## config.mk

```make
export PLATFORM = sky130hd
export DESIGN_NAME = mem_arbiter
export DESIGN_NICKNAME = d
export VERILOG_FILES = /design/src/rtl/mem_arbiter.sv
export SDC_FILE = /design/constraint.sdc
export NUM_CORES = 1
export LEC_CHECK = 0
export ABC_AREA = 1
export CAP_MARGIN = 5
export CELL_PAD_IN_SITES_DETAIL_PLACEMENT = 1
export CELL_PAD_IN_SITES_GLOBAL_PLACEMENT = 2
export CORE_ASPECT_RATIO = 0.75
export CORE_MARGIN = 5
export CORE_UTILIZATION = 16
export DETAILED_ROUTE_END_ITERATION = 6
export GPL_ROUTABILITY_DRIVEN = 1
export GPL_TIMING_DRIVEN = 1
export PLACE_DENSITY = 0.84
export SETUP_SLACK_MARGIN = 0.15
export SLEW_MARGIN = 20
export SYNTH_ARGS = -nofsm -noshare
export SYNTH_HDL_FRONTEND = slang
export SYNTH_SLANG_ARGS = --single-unit
```

## constraint.sdc

```tcl
create_clock -name CLK -period 4.5 [get_ports CLK]
set_input_delay 0.45 -clock CLK [delete_from_list [all_inputs] [get_ports CLK]]
set_output_delay 0.45 -clock CLK [all_outputs]
set_load 0.05 [all_outputs]
```

## src/rtl/mem_arbiter.sv

```systemverilog
// mem_arbiter: serialises instruction-fetch and data requests onto one RAM port.
// Data wins contention unless it was granted last; a port is never granted twice
// in a row while the other is waiting.
// Optional build macro: MEM_ARB_TIMEOUT_EN adds an access watchdog. When it times
// out, the access completes with load value 32'hBAD1BAD1 and err is raised.
module mem_arbiter #(
  parameter int WORD_W  = 32,
  parameter int TIMEOUT = 255
) (
  input  logic              CLK,
  input  logic              nRST,
  input  logic              iREN,
  input  logic [WORD_W-1:0] iaddr,
  input  logic              dREN,
  input  logic              dWEN,
  input  logic [WORD_W-1:0] daddr,
  input  logic [WORD_W-1:0] dstore,
  output logic              iwait,
  output logic [WORD_W-1:0] iload,
  output logic              dwait,
  output logic [WORD_W-1:0] dload,
  output logic              ramREN,
  output logic              ramWEN,
  output logic [WORD_W-1:0] ramaddr,
  output logic [WORD_W-1:0] ramstore,
  input  logic [WORD_W-1:0] ramload,
  input  logic              ram_ack,
  output logic              err
);

  typedef enum logic [2:0] {IDLE, D_ACC, I_ACC, D_DONE, I_DONE} state_t;

  state_t            state, state_next;
  logic              last_i, last_i_next;   // 1: instruction port held the last grant
  logic [WORD_W-1:0] iload_q, iload_next;
  logic [WORD_W-1:0] dload_q, dload_next;
  logic              d_req, i_req, withdraw, timeout_hit;

  assign d_req    = dREN | dWEN;
  assign i_req    = iREN;
  assign withdraw = ((state == D_ACC) && !d_req) || ((state == I_ACC) && !i_req);

`ifdef MEM_ARB_TIMEOUT_EN
  localparam int CNT_W = (TIMEOUT > 0) ? $clog2(TIMEOUT + 1) : 1;
  logic [CNT_W-1:0] acc_cnt;
  logic             err_q;
  logic             in_acc;

  assign in_acc      = (state == D_ACC) || (state == I_ACC);
  assign timeout_hit = in_acc && (acc_cnt == CNT_W'(TIMEOUT));

  // Cycles spent in the current access; held at zero outside ACC so each access starts fresh.
  always_ff @(posedge CLK) begin
    if (!nRST)                          acc_cnt <= '0;
    else if (!in_acc)                   acc_cnt <= '0;
    else if (acc_cnt != CNT_W'(TIMEOUT)) acc_cnt <= acc_cnt + CNT_W'(1);
  end

  // Flag a DONE cycle that was reached by timeout rather than by ram_ack.
  always_ff @(posedge CLK) begin
    if (!nRST) err_q <= 1'b0;
    else       err_q <= timeout_hit && !ram_ack && !withdraw;
  end

  assign err = err_q;
`else
  localparam int unused_timeout = TIMEOUT;
  assign timeout_hit = 1'b0;
  assign err         = 1'b0;
`endif

  // State, grant history and load registers.
  always_ff @(posedge CLK) begin
    if (!nRST) begin
      state   <= IDLE;
      last_i  <= 1'b1;
      iload_q <= '0;
      dload_q <= '0;
    end else begin
      state   <= state_next;
      last_i  <= last_i_next;
      iload_q <= iload_next;
      dload_q <= dload_next;
    end
  end

  // Arbitration, access sequencing and RAM strobes.
  always_comb begin
    state_next  = state;
    last_i_next = last_i;
    iload_next  = iload_q;
    dload_next  = dload_q;
    ramREN      = 1'b0;
    ramWEN      = 1'b0;
    ramaddr     = '0;
    ramstore    = '0;
    case (state)
      IDLE: begin
        if (d_req && (!i_req || last_i)) begin
          state_next  = D_ACC;
          last_i_next = 1'b0;
        end else if (i_req) begin
          state_next  = I_ACC;
          last_i_next = 1'b1;
        end
      end
      D_ACC: begin
        ramaddr = daddr;
        if (dWEN) begin
          ramWEN   = 1'b1;
          ramstore = dstore;
        end else begin
          ramREN = 1'b1;
        end
        if (withdraw) begin
          state_next = IDLE;
        end else if (ram_ack) begin
          if (!dWEN) dload_next = ramload;
          state_next = D_DONE;
        end else if (timeout_hit) begin
          if (!dWEN) dload_next = WORD_W'(32'hBAD1BAD1);
          state_next = D_DONE;
        end
      end
      I_ACC: begin
        ramREN  = 1'b1;
        ramaddr = iaddr;
        if (withdraw) begin
          state_next = IDLE;
        end else if (ram_ack) begin
          iload_next = ramload;
          state_next = I_DONE;
        end else if (timeout_hit) begin
          iload_next = WORD_W'(32'hBAD1BAD1);
          state_next = I_DONE;
        end
      end
      D_DONE:  state_next = IDLE;
      I_DONE:  state_next = IDLE;
      default: state_next = IDLE;
    endcase
  end

  assign iwait = (state != I_DONE);
  assign dwait = (state != D_DONE);
  assign iload = iload_q;
  assign dload = dload_q;

endmodule

```

Word-level counts from Yosys, hierarchy flattened
Cells that the tools add are included.

storage, ports and cells
  output and inout bits = 133
  input bits = 134
  word-level logic and storage cells = 43
  flip-flop bits (word level) = 68

operators by class
  bitwise gates (word level) = 3
  reduce and logical (&&, ||, !) cells = 13
  multiplexer cells = 16
  eq/ne operators = 7

operators by type and width
  operator            number
  $mux 32             2
  $pmux 32 s2         1
  $mux 3              6
  $ne 3x3->1 const B  4
  $pmux 3 s3          1
  $reduce_and 3->1    2
  $mux 1              5
  $reduce_and 4->1    1
  $eq 3x1->1 const B  1
  $eq 3x2->1 const B  1
  $logic_and 1x1->1   3
  $logic_not 3->1     1
  $ne 3x2->1 const B  1
  $logic_not 1->1     2
  $logic_or 1x1->1    2
  $not 1->1           2
  $pmux 1 s2          1
  $reduce_and 2->1    1
  $reduce_bool 2->1   1
  $or 1x1->1          1

Longest topological paths before layout
  depth after elaboration = 6
  mapped depth = 9
  depth with buffers taken out = 8

Least setup slack after synthesis
No wires, ideal clock.

  kind = input-to-output
  start point = input dWEN
  end point = output ramstore[10]
  cell stages on the path = 4
  data arrival time = 1.659 ns
  path slack = 2.391 ns
  data required time = 4.050 ns
  path buffers = 2
  cells stage by stage = clkbuf_1 clkbuf_1 nand2_1 nor2_1

on the way
  longest elaborated chain between the ends = 2

ends and longest elaborated chain
  what         line  text
  from (decl)  15    input logic dWEN,
  $mux 32      109   if (dWEN) begin
  $mux 32      97    case (state)
  to (decl)    25    output logic [WORD_W-1:0] ramstore,

No other way between the ends.

Worst setup path in the final report
  start point = register state[1]
  end point = output ramaddr[5]

on the way
  longest elaborated chain between the ends = 2
  elaborated cells on any way between the ends = 3
  classes of those cells = 2 x eq/ne; 1 x mux

ends and longest elaborated chain
  what                                      line  text
  from (decl)                               33    state_t state, state_next;
  from (signal assigned)                    80    state <= state_next;
  $eq 3x2->1 or $eq 3x1->1 (tied branches)  97
  $pmux 32 s2 (*)                           97
  to (decl)                                 24    output logic [WORD_W-1:0] ramaddr,

Every way passes the cells marked *; elsewhere a longest branch is shown, timed or not.

==> metrics.txt <==
die area 23000 µm²; Critical Path RT 4.05 ns; Critical Path Max Stage Delay 0.87 ns; Layout Cells excl Fill 973; Tot Pwr 2610 µW; initial antenna violation count 0; Num Clock Sinks 68; layout cells sized above 1 3.89%; Avg Vias per Cell 4.00; WHS 0.481 ns; Worst path slowest cell clkdlybuf4s50_1; Net Count, Synth 603; CTS Buf Count 9; Critical Path Fanout Max 33; CTS H-tree depth 3; drt drc 0; Netlist cell types 23; Post-Syn Area 3210 µm²; fmax 296 MHz; final core utilization 32.5%; fin nets 850; MaxCap Viol Count 0; First-pass DRT Iterations 4; XOR/XNOR Fraction of Synth Area 0%; Post-Syn Instances 469; CP bufs+invs 2; static leakage 0.00254 µW; most common cell after layout, fill and taps aside clkdlybuf4s50_1; grt ovf 0; register area share after synthesis 42.5%; post-synth top area share 42.5%; final hold violation count 0; critical path's top delay family buffers and inverters; area of the multi-input gates 1510 µm²; largest cells by area after synthesis dfxtp_1, nand2_1, nor2_1; FILL cells 2364; post-CTS sizing 0; Power Density 411 nW/µm²; critical-path cell list nand2_1, inv_1, a22o_1, clkdlybuf4s50_1; Worst slew margin 27.9%; Post-Synth Simple-Gate Area 27.3%; post-route clock period utilization 75.0%; fin. max-slew vios 0; CTS tree done; wire per inst 16.8 µm; dpl hpwl 12.7 mm; Worst Setup Path Type reg -> out; Yosys warnings 0; Initial Util 16.4%; PortBufs 265; Die Ht 133 µm; most frequent cells in the layout clkdlybuf4s50_1, nand2_1, nor2_1, dfxtp_1, inv_1; antenna-violating nets left 0; setup TNS 0 ns; Reg area 1360 µm²; Synth Area in Adders 0%; slew at the pin with the worst max-slew slack 1.08 ns; CP startpoint kind register; first-pass GRT wire length 24.6 mm; Total GRT Usage 13.7%; HP Class reg -> reg; Crit. End Element output port; vias in the first global route 3977; Worst EP arrival 2.92 ns; Die Wd 173 µm; # setup viols final 0; RSZ-0062 raised after global routing no; minimum clock period 3.37 ns; cell row count 44; status completed; n_diodes 0; Mean Syn Cell Area 6.84 µm²; Yosys top cell by area dfxtp_1; multiplexer share of the synthesized area 0%; buffer type at the clock tree root clkbuf_16; # hold bufs at CTS 0; clk_skew 0.00804 ns; setup bufs post-CTS 0; largest net degree at the start of global routing 67; DR vias 3895; CTS clk-pin slew, worst paths 0.05 ns; Seq cells post-synth 68; Placed Cells 958; Max Buffers Root-to-Sink 2; GPL Wtd Cong 0.775; DR iter-0 viols 125; compound-gate portion of the synthesized area 19.5%; Core Region 19500 µm²; I/O pin count 267; Area Overhead vs Synth 98.0%; drt total wl 16.3 mm; clk_lat worst skew 0.34 ns; Peak supply drop 149 µV; combinational family with the most area after synthesis simple AND/OR/NAND/NOR gates
==> cell type report <==
type / count / area share (%)
repair buffers: 270 / 42.3
multi-input cells: 324 / 23.8
flip-flops and latches: 68 / 21.4
well taps: 253 / 4.99
clock buffers: 9 / 3.55
inverters: 43 / 2.54
clock inverters: 6 / 1.40
==> logic make-up after synthesis <==
kind of cell	count (synthesis)
AOI/OAI and AO/OA	101
buffers and inverters	77
DFF	68
other	1
and+or+nand+nor	222
==> flip-flops by register name (all words and copies together), names as in the netlist <==
signal and cells:
state 3, iload 32, last_i 1, dload 32
==> cells in the mapped netlist (all sizes together) <==
library cell  count
a22o             32
inv              43
nor3              3
or2               1
nand3             8
dfxtp            68
clkbuf           19
conb              1
nand2           106
nor2            103
buf              15
nand4             1
o21ai            34
a21oi            35
==> path summary, 6_finish.rpt <==
path / from / end / cells after the start / slack (ns)
worst max-delay path: state[1] / ramaddr[5] / 4 / 1.13
worst min-delay path: last_i / last_i / 2 / 0.48
worst max register to register: state[2] / dload[30] / 9 / 2.00
worst min register to register: last_i / last_i / 2 / 0.48
==> through the flow <==
step	setup WS [ns]	instance area (µm²)
after floorplan	2.39	3210
after global placement	1.48	6030
after detailed placement	1.42	6030
after CTS	1.08	6350
after global routing	0.937	6350
final	1.13	6350
==> layer usage <==
layer | track usage, % | vias up | part of all wire [%]
li1 | - | 1976 | -
met1 | 15.9 | 1752 | 41
met2 | 23.7 | 153 | 48
met3 | 5.82 | 14 | 9.4
met4 | 3.06 | 0 | 1.4
met5 | 0 | - | 0
==> where the power goes <==
part	switching, µW	leakage [µW]	internal, µW
logic	755	0.00184	417
registers	28.5	0.000551	648
clock network	275	0.000148	483
total	1060	0.00254	1550
==> worst reg2reg max path: cells and delay by family, from the launching register on <==
family,cells,cell delay (ns)
and+or+nand+nor,7,1.39
buffers and inverters,2,0.64
DFF,1,0.35
(Power assumes the default switching activity.)
